File: config.mk
export PLATFORM = sky130hd
export DESIGN_NAME = conv_line_sequencer
export DESIGN_NICKNAME = d
export VERILOG_FILES = /design/src/rtl/conv_pkg.sv /design/src/rtl/conv_seq_window.sv /design/src/rtl/conv_line_sequencer.sv
export SDC_FILE = /design/constraint.sdc
export NUM_CORES = 1
export LEC_CHECK = 0
export ABC_CLOCK_PERIOD_IN_PS = 6300
export CORE_MARGIN = 3
export CORE_UTILIZATION = 49
export DETAILED_ROUTE_END_ITERATION = 7
export GPL_TIMING_DRIVEN = 0
export PLACE_DENSITY = 0.71
export REMOVE_ABC_BUFFERS = 1
export SYNTH_ARGS = -nofsm -noshare
export SYNTH_HDL_FRONTEND = slang
export SYNTH_SLANG_ARGS = --single-unit
File: constraint.sdc
create_clock -name i_clk -period 6.3 [get_ports i_clk]
set_clock_uncertainty 0.05 [all_clocks]
set_input_delay 1.26 -clock i_clk [delete_from_list [all_inputs] [get_ports i_clk]]
set_output_delay 1.26 -clock i_clk [all_outputs]
set_load 0.005 [all_outputs]
File: src/rtl/conv_pkg.sv
// Shared definitions for the convolution line sequencer: FSM state encoding,
// default datapath widths and a counter-width helper.
package conv_pkg;

    localparam int unsigned I_X_DEF   = 8;
    localparam int unsigned I_W_DEF   = 8;
    localparam int unsigned O_SAT_DEF = 16;

    typedef enum logic [2:0] {
        S_IDLE  = 3'd0,
        S_FILL  = 3'd1,
        S_RUN   = 3'd2,
        S_DRAIN = 3'd3,
        S_HOLD  = 3'd4,
        S_NEXT  = 3'd5
    } state_e;

    // Bits needed to index n entries; never returns 0 so degenerate sizes still elaborate.
    function automatic int unsigned cnt_w(input int unsigned n);
        return (n > 1) ? $clog2(n) : 1;
    endfunction

endpackage

File: src/rtl/conv_seq_window.sv
// K-deep signed pixel window: new pixels enter at win[K-1], oldest sits at win[0].
// The tap mux reads the post-shift window so the caller can register a tap in the same cycle a pixel lands.
module conv_seq_window
    import conv_pkg::*;
#(
    parameter int unsigned I_X   = I_X_DEF,
    parameter int unsigned K     = 7,
    parameter int unsigned SEL_W = cnt_w(K)
) (
    input  logic                  i_clk,
    input  logic                  i_rst,
    input  logic                  i_shift,
    input  logic signed [I_X-1:0] i_x,
    input  logic [SEL_W-1:0]      i_sel,
    output logic signed [I_X-1:0] o_tap_c
);

    logic signed [I_X-1:0] win_q [K];
    logic signed [I_X-1:0] win_d [K];

    always_comb begin
        win_d = win_q;
        if (i_shift) begin
            for (int i = 0; i < int'(K) - 1; i++) begin
                win_d[i] = win_q[i + 1];
            end
            win_d[K-1] = i_x;
        end
    end

    always_ff @(posedge i_clk) begin
        if (i_rst) begin
            for (int i = 0; i < int'(K); i++) begin
                win_q[i] <= '0;
            end
        end else begin
            win_q <= win_d;
        end
    end

    assign o_tap_c = win_d[i_sel];

endmodule

File: src/rtl/conv_line_sequencer.sv
// Line sequencer for the convolution MAC: loads K weights, windows the pixel stream,
// issues one (x,w) tap per cycle and returns each saturated psum on a valid/ready port.
module conv_line_sequencer
    import conv_pkg::*;
#(
    parameter int unsigned I_X      = I_X_DEF,
    parameter int unsigned I_W      = I_W_DEF,
    parameter int unsigned O_SAT    = O_SAT_DEF,
    parameter int unsigned K        = 7,
    parameter int unsigned LINE_LEN = 32,
    parameter int unsigned MAC_LAT  = 2
) (
    input  logic                    i_clk,
    input  logic                    i_rst,
    input  logic                    i_w_wr,
    input  logic signed [I_W-1:0]   i_w_data,
    output logic                    o_w_loaded,
    input  logic                    i_start,
    input  logic                    i_x_valid,
    output logic                    o_x_ready,
    input  logic signed [I_X-1:0]   i_x_data,
    output logic signed [I_X-1:0]   o_mac_x,
    output logic signed [I_W-1:0]   o_mac_w,
    output logic                    o_mac_en,
    output logic                    o_mac_clr,
    input  logic signed [O_SAT-1:0] i_mac_psum,
    output logic                    o_out_valid,
    input  logic                    i_out_ready,
    output logic signed [O_SAT-1:0] o_out_data,
    output logic                    o_done
);

    localparam int unsigned TAP_W = cnt_w(K);
    localparam int unsigned WP_W  = cnt_w(K + 1);
    localparam int unsigned PIX_W = cnt_w(LINE_LEN + 1);
    localparam int unsigned LAT_W = cnt_w(MAC_LAT);

    state_e                  state_q, state_d;
    logic [WP_W-1:0]         wptr_q, wptr_d;
    logic                    w_loaded_q, w_loaded_d;
    logic signed [I_W-1:0]   w_q [K];
    logic signed [I_W-1:0]   w_d [K];
    logic [PIX_W-1:0]        pix_q, pix_d;
    logic [TAP_W-1:0]        tap_q, tap_d;
    logic [LAT_W-1:0]        lat_q, lat_d;
    logic                    x_ready_q, x_ready_d;
    logic                    mac_en_q, mac_en_d;
    logic                    mac_clr_q, mac_clr_d;
    logic signed [I_X-1:0]   mac_x_q, mac_x_d;
    logic signed [I_W-1:0]   mac_w_q, mac_w_d;
    logic                    out_valid_q, out_valid_d;
    logic signed [O_SAT-1:0] out_data_q, out_data_d;
    logic                    done_q, done_d;

    logic                    shift_c;
    logic                    x_acc_c;
    logic signed [I_X-1:0]   win_tap_c;

    assign x_acc_c = i_x_valid & x_ready_q;

    conv_seq_window #(
        .I_X   (I_X),
        .K     (K),
        .SEL_W (TAP_W)
    ) u_window (
        .i_clk   (i_clk),
        .i_rst   (i_rst),
        .i_shift (shift_c),
        .i_x     (i_x_data),
        .i_sel   (tap_d),
        .o_tap_c (win_tap_c)
    );

    // Next-state, counters, weight file and result register.
    always_comb begin
        state_d     = state_q;
        wptr_d      = wptr_q;
        w_loaded_d  = w_loaded_q;
        w_d         = w_q;
        pix_d       = pix_q;
        tap_d       = tap_q;
        lat_d       = lat_q;
        out_valid_d = out_valid_q;
        out_data_d  = out_data_q;
        done_d      = 1'b0;
        shift_c     = 1'b0;

        unique case (state_q)
            S_IDLE: begin
                if (i_w_wr) begin
                    // A write after a complete load starts a fresh load at w[0].
                    if (w_loaded_q) begin
                        w_d[0]     = i_w_data;
                        wptr_d     = WP_W'(1);
                        w_loaded_d = 1'b0;
                    end else begin
                        w_d[TAP_W'(wptr_q)] = i_w_data;
                        wptr_d              = wptr_q + WP_W'(1);
                        w_loaded_d          = (wptr_q == WP_W'(K - 1));
                    end
                end else if (i_start && w_loaded_q) begin
                    state_d = S_FILL;
                    pix_d   = '0;
                end
            end
            S_FILL: begin
                if (x_acc_c) begin
                    shift_c = 1'b1;
                    pix_d   = pix_q + PIX_W'(1);
                    if (pix_q == PIX_W'(K - 1)) begin
                        state_d = S_RUN;
                        tap_d   = '0;
                    end
                end
            end
            S_RUN: begin
                if (tap_q == TAP_W'(K - 1)) begin
                    state_d = S_DRAIN;
                    lat_d   = '0;
                end else begin
                    tap_d = tap_q + TAP_W'(1);
                end
            end
            S_DRAIN: begin
                if (lat_q == LAT_W'(MAC_LAT - 1)) begin
                    out_data_d  = i_mac_psum;
                    out_valid_d = 1'b1;
                    state_d     = S_HOLD;
                end else begin
                    lat_d = lat_q + LAT_W'(1);
                end
            end
            S_HOLD: begin
                if (i_out_ready) begin
                    out_valid_d = 1'b0;
                    if (pix_q < PIX_W'(LINE_LEN)) begin
                        state_d = S_NEXT;
                    end else begin
                        done_d  = 1'b1;
                        state_d = S_IDLE;
                    end
                end
            end
            S_NEXT: begin
                if (x_acc_c) begin
                    shift_c = 1'b1;
                    pix_d   = pix_q + PIX_W'(1);
                    state_d = S_RUN;
                    tap_d   = '0;
                end
            end
            default: state_d = S_IDLE;
        endcase
    end

    // Registered handshake and tap outputs are decoded from the next state so they line up with it.
    always_comb begin
        x_ready_d = 1'b0;
        mac_en_d  = 1'b0;
        mac_clr_d = 1'b0;
        mac_x_d   = '0;
        mac_w_d   = '0;
        x_ready_d = (state_d == S_FILL) || (state_d == S_NEXT);
        if (state_d == S_RUN) begin
            mac_en_d  = 1'b1;
            mac_clr_d = (tap_d == '0);
            mac_x_d   = win_tap_c;
            mac_w_d   = w_q[tap_d];
        end
    end

    always_ff @(posedge i_clk) begin
        if (i_rst) begin
            state_q     <= S_IDLE;
            wptr_q      <= '0;
            w_loaded_q  <= 1'b0;
            for (int i = 0; i < int'(K); i++) begin
                w_q[i] <= '0;
            end
            pix_q       <= '0;
            tap_q       <= '0;
            lat_q       <= '0;
            x_ready_q   <= 1'b0;
            mac_en_q    <= 1'b0;
            mac_clr_q   <= 1'b0;
            mac_x_q     <= '0;
            mac_w_q     <= '0;
            out_valid_q <= 1'b0;
            out_data_q  <= '0;
            done_q      <= 1'b0;
        end else begin
            state_q     <= state_d;
            wptr_q      <= wptr_d;
            w_loaded_q  <= w_loaded_d;
            w_q         <= w_d;
            pix_q       <= pix_d;
            tap_q       <= tap_d;
            lat_q       <= lat_d;
            x_ready_q   <= x_ready_d;
            mac_en_q    <= mac_en_d;
            mac_clr_q   <= mac_clr_d;
            mac_x_q     <= mac_x_d;
            mac_w_q     <= mac_w_d;
            out_valid_q <= out_valid_d;
            out_data_q  <= out_data_d;
            done_q      <= done_d;
        end
    end

    assign o_w_loaded  = w_loaded_q;
    assign o_x_ready   = x_ready_q;
    assign o_mac_en    = mac_en_q;
    assign o_mac_clr   = mac_clr_q;
    assign o_mac_x     = mac_x_q;
    assign o_mac_w     = mac_w_q;
    assign o_out_valid = out_valid_q;
    assign o_out_data  = out_data_q;
    assign o_done      = done_q;

endmodule

==> flow_summary.toml <==
[logic_synthesis]
ys_warn_count = 0
avgSynthCellArea_um2 = 8.61
ys.flop_type = "dfxtp_1"
async_reset_ff_frac = 0
synthCells = 837
muxShareOfSynthArea = 0.113
synth.area.top_cells = "dfxtp_1 (46%), mux2i_1 (9.6%), nand2_1 (9.3%), a21oi_1 (4.9%), nor2_1 (4.5%)"
synth_adder_area_share = 0.0104
synth_top_area_cell = "dfxtp_1"
synth_top_area_share = 0.461
synth.most_common_cell = "nand2_1"
synthXorXnorAreaFrac = 0.00607
ys_ff_latch = 166
synthesis.area_mm2 = 0.00721
synth_compound_area_frac = 0.157
yosysUniqueCellTypes = 66
synth-simple-area-share = 0.209
seq_area_frac_synth = 0.461
synth_top_family_by_area = "simple AND/OR/NAND/NOR gates"
synth_edf_count = 0
synth.cells.most_frequent = "nand2_1 (179), dfxtp_1 (166), nor2_1 (86)"

[setup_path]
worstSetupPathType = "primary input to flop"
crit_buf_inv = 1
r2r-start = "state_q[0]$_SDFF_PP0_"
crit_required_ns = 6.53
crit_path_end_kind = "flop"
path_delay_family = "compound AO/OA/AOI/OAI gates"
crit_path_top_delay_cell = "clkdlybuf4s50_1"
reg2reg_slack_ns = 2.80
cp.arrival_ns = 4.52
cp-start-kind = "primary input"
worstReg2RegEnd = "o_mac_w[1]$_SDFF_PP0_"
crit_chain = "clkdlybuf4s50_1 > and4b_2 > a22oi_1 > a31oi_1 > o21ai_2 > nor2_1 > a221oi_1 > a2111oi_0"
reg2reg_depth = 7
path_max_fanout = 20
cp-startpoint = "i_x_valid"
slowest_delay_ns = 0.60

[global_route]
grt_pass1_vias = 5961
grt_use_total = 0.216
grt_pass1_wl_um = 28600
grt_max_degree = 101
gr-total-overflow = 0
antenna_found_initial = 0

[layout]
diodes = 0
nFillCells = 1186
syn_to_final_growth_pct = 19.9
nets = 922
drive_gt1_frac = 0.0708
fin_cells = 1070

[place]
globalplace.congestion = 0.810
place_ws_ns = 1.58
dp.cells = 1039
dpl.hpwl_um = 11000
place.port_buffers = 75

[route]
post-route-drc-count = 0
initialDrtViolationCount = 584
routedWlPerCell_um = 16.2
routed_wl_um = 17400
drtPass1Iterations = 5
vias = 6149
vias_per_cell = 5.75
detail-route-antenna-nets = 0

[clock_network]
cts_buffer_depth = 2
cts_resized = 0
htree_levels = 4
cts_setup_buffers = 0
cts_buffers = 17
cts_tree = "done"
clockRootBuffer = "clkbuf_16"
clk_latency_ns = 0.43
cts_hold_buffers = 0
numClockSinks = 166
clk_pin_slew_ns = 0.06

[sta]
finalHoldViolations = 0
post-route-period-util = 0.682
relSlewSlack = 0.227
maxSlewViolCount = 0
tightestPinTransition_ns = 1.15
min_period_ns = 4.30
setup-violations-final = 0
max_freq_mhz = 233
timing.final.ws_setup_ns = 2.00
rsz0062_at_grt = "no"

[status]
outcome = "completed"

[worst_hold_path]
worstHoldStart = "o_out_data[14]$_SDFFE_PP0P_"
hold_end = "o_out_data[14]$_SDFFE_PP0P_"
hp-class = "flop to flop"
min_path_cells = 2

[floorplan]
core.rowCount = 43
chipWidth_um = 127
coreArea_mm2 = 0.0141
io_pins = 76
dieArea_mm2 = 0.0162
initial_core_util = 0.510
die_y_um = 127

[pwr]
pwr_density_cell_mw_per_mm2 = 254
vdd_drop_max_uv = 180
p_leak_nw = 3.21

[flow_run]
cap_violations = 0
[cell families after synthesis]
kind of cell             after synthesis
XOR/XNOR                               5
adder cells (fa/ha/maj)                6
flip-flops                           166
AO/OA/AOI/OAI                        175
multiplexers                          80
buffers and inverters                 66
AND/OR/NAND/NOR                      339
[routing by layer]
metal	vias to the layer above	part of all wire	track usage	wire length (um)
met2	213	0.47	0.355	8230
met3	31	0.060	0.0397	1040
li1	2990	-	-	-
met1	2915	0.45	0.274	7730
met4	0	0.020	0.102	351
met5	-	0	0	0
[tightest hold or removal path: stages, from the launching register on]
cell and delay, ns:
dfxtp_1 0.31, nand2_1 0.05, a21oi_1 0.05
[per-stage QoR]
step,util,hold WS [ns],area [um^2],total power [mW],setup TNS (ns)
global placement,0.558,0.390,7900,1.17,-11.71
detailed placement,0.568,0.397,8040,1.17,0
finish,0.611,0.405,8640,2.19,0
floorplan,-,0.378,6920,1.12,0
global route,0.611,0.425,8640,2.26,0
CTS,0.610,0.405,8630,2.21,0
[cells in the final DEF (no fill, tap or decap), drive strengths merged, types with 5 or more instances in the layout]
cell type and count:
nand2 179, dfxtp 166, nor2 87, clkdlybuf4s50 74, a21oi 71, mux2i 69, o21ai 28, clkbuf 24
o22ai 22, and3 13, mux2 11, nor2b 9, a221oi 8, nor3 8, nand3 8, a2111oi 8
buf 8, inv 6, ha 6, a211oi 6, nand4 5, a31oi 5, o21a 5, nor4 5
[worst max path at each step]
stage,slack (ns),to,depth (start not counted)
finish,2.00,o_mac_w[1]$_SDFF_PP0_,8
global route,1.70,o_mac_w[2]$_SDFF_PP0_,8
CTS,2.00,o_mac_w[2]$_SDFF_PP0_,8
detailed placement,1.58,o_mac_w[7]$_SDFF_PP0_,8
global placement,-0.86,o_mac_w[5]$_SDFF_PP0_,8
floorplan,1.30,o_mac_w[7]$_SDFF_PP0_,7
[power by group]
part	switching (mW)	internal [mW]	leakage (nW)	total (mW)
Combinational	0.0442	0.0411	1.59	0.0853
Sequential	0.00702	1.06	1.34	1.07
Clock	0.407	0.633	0.288	1.04
Total	0.458	1.73	3.21	2.19
[registers in the layout, summed over array words and instances, names as in the netlist]
signal / flops
o_w_loaded: 1
w_q: 56
wptr_q: 3
o_mac_w: 8
state_q: 3
o_mac_en: 1
o_out_data: 16
o_out_valid: 1
o_mac_x: 8
u_window.win_q: 56
pix_q: 6
o_done: 1
o_mac_clr: 1
o_x_ready: 1
lat_q: 1
tap_q: 3
[layout make-up]
cell class / count / area, um^2 / share of cell area
clock buffers: 24 / 502 / 0.0581
inverters: 6 / 22.5 / 0.00261
clock inverters: 7 / 93.8 / 0.0109
flip-flops and latches: 166 / 3320 / 0.385
well taps: 180 / 225 / 0.0261
multi-input cells: 605 / 3600 / 0.417
repair buffers: 82 / 873 / 0.101
Power figures use the tool's default switching activity.
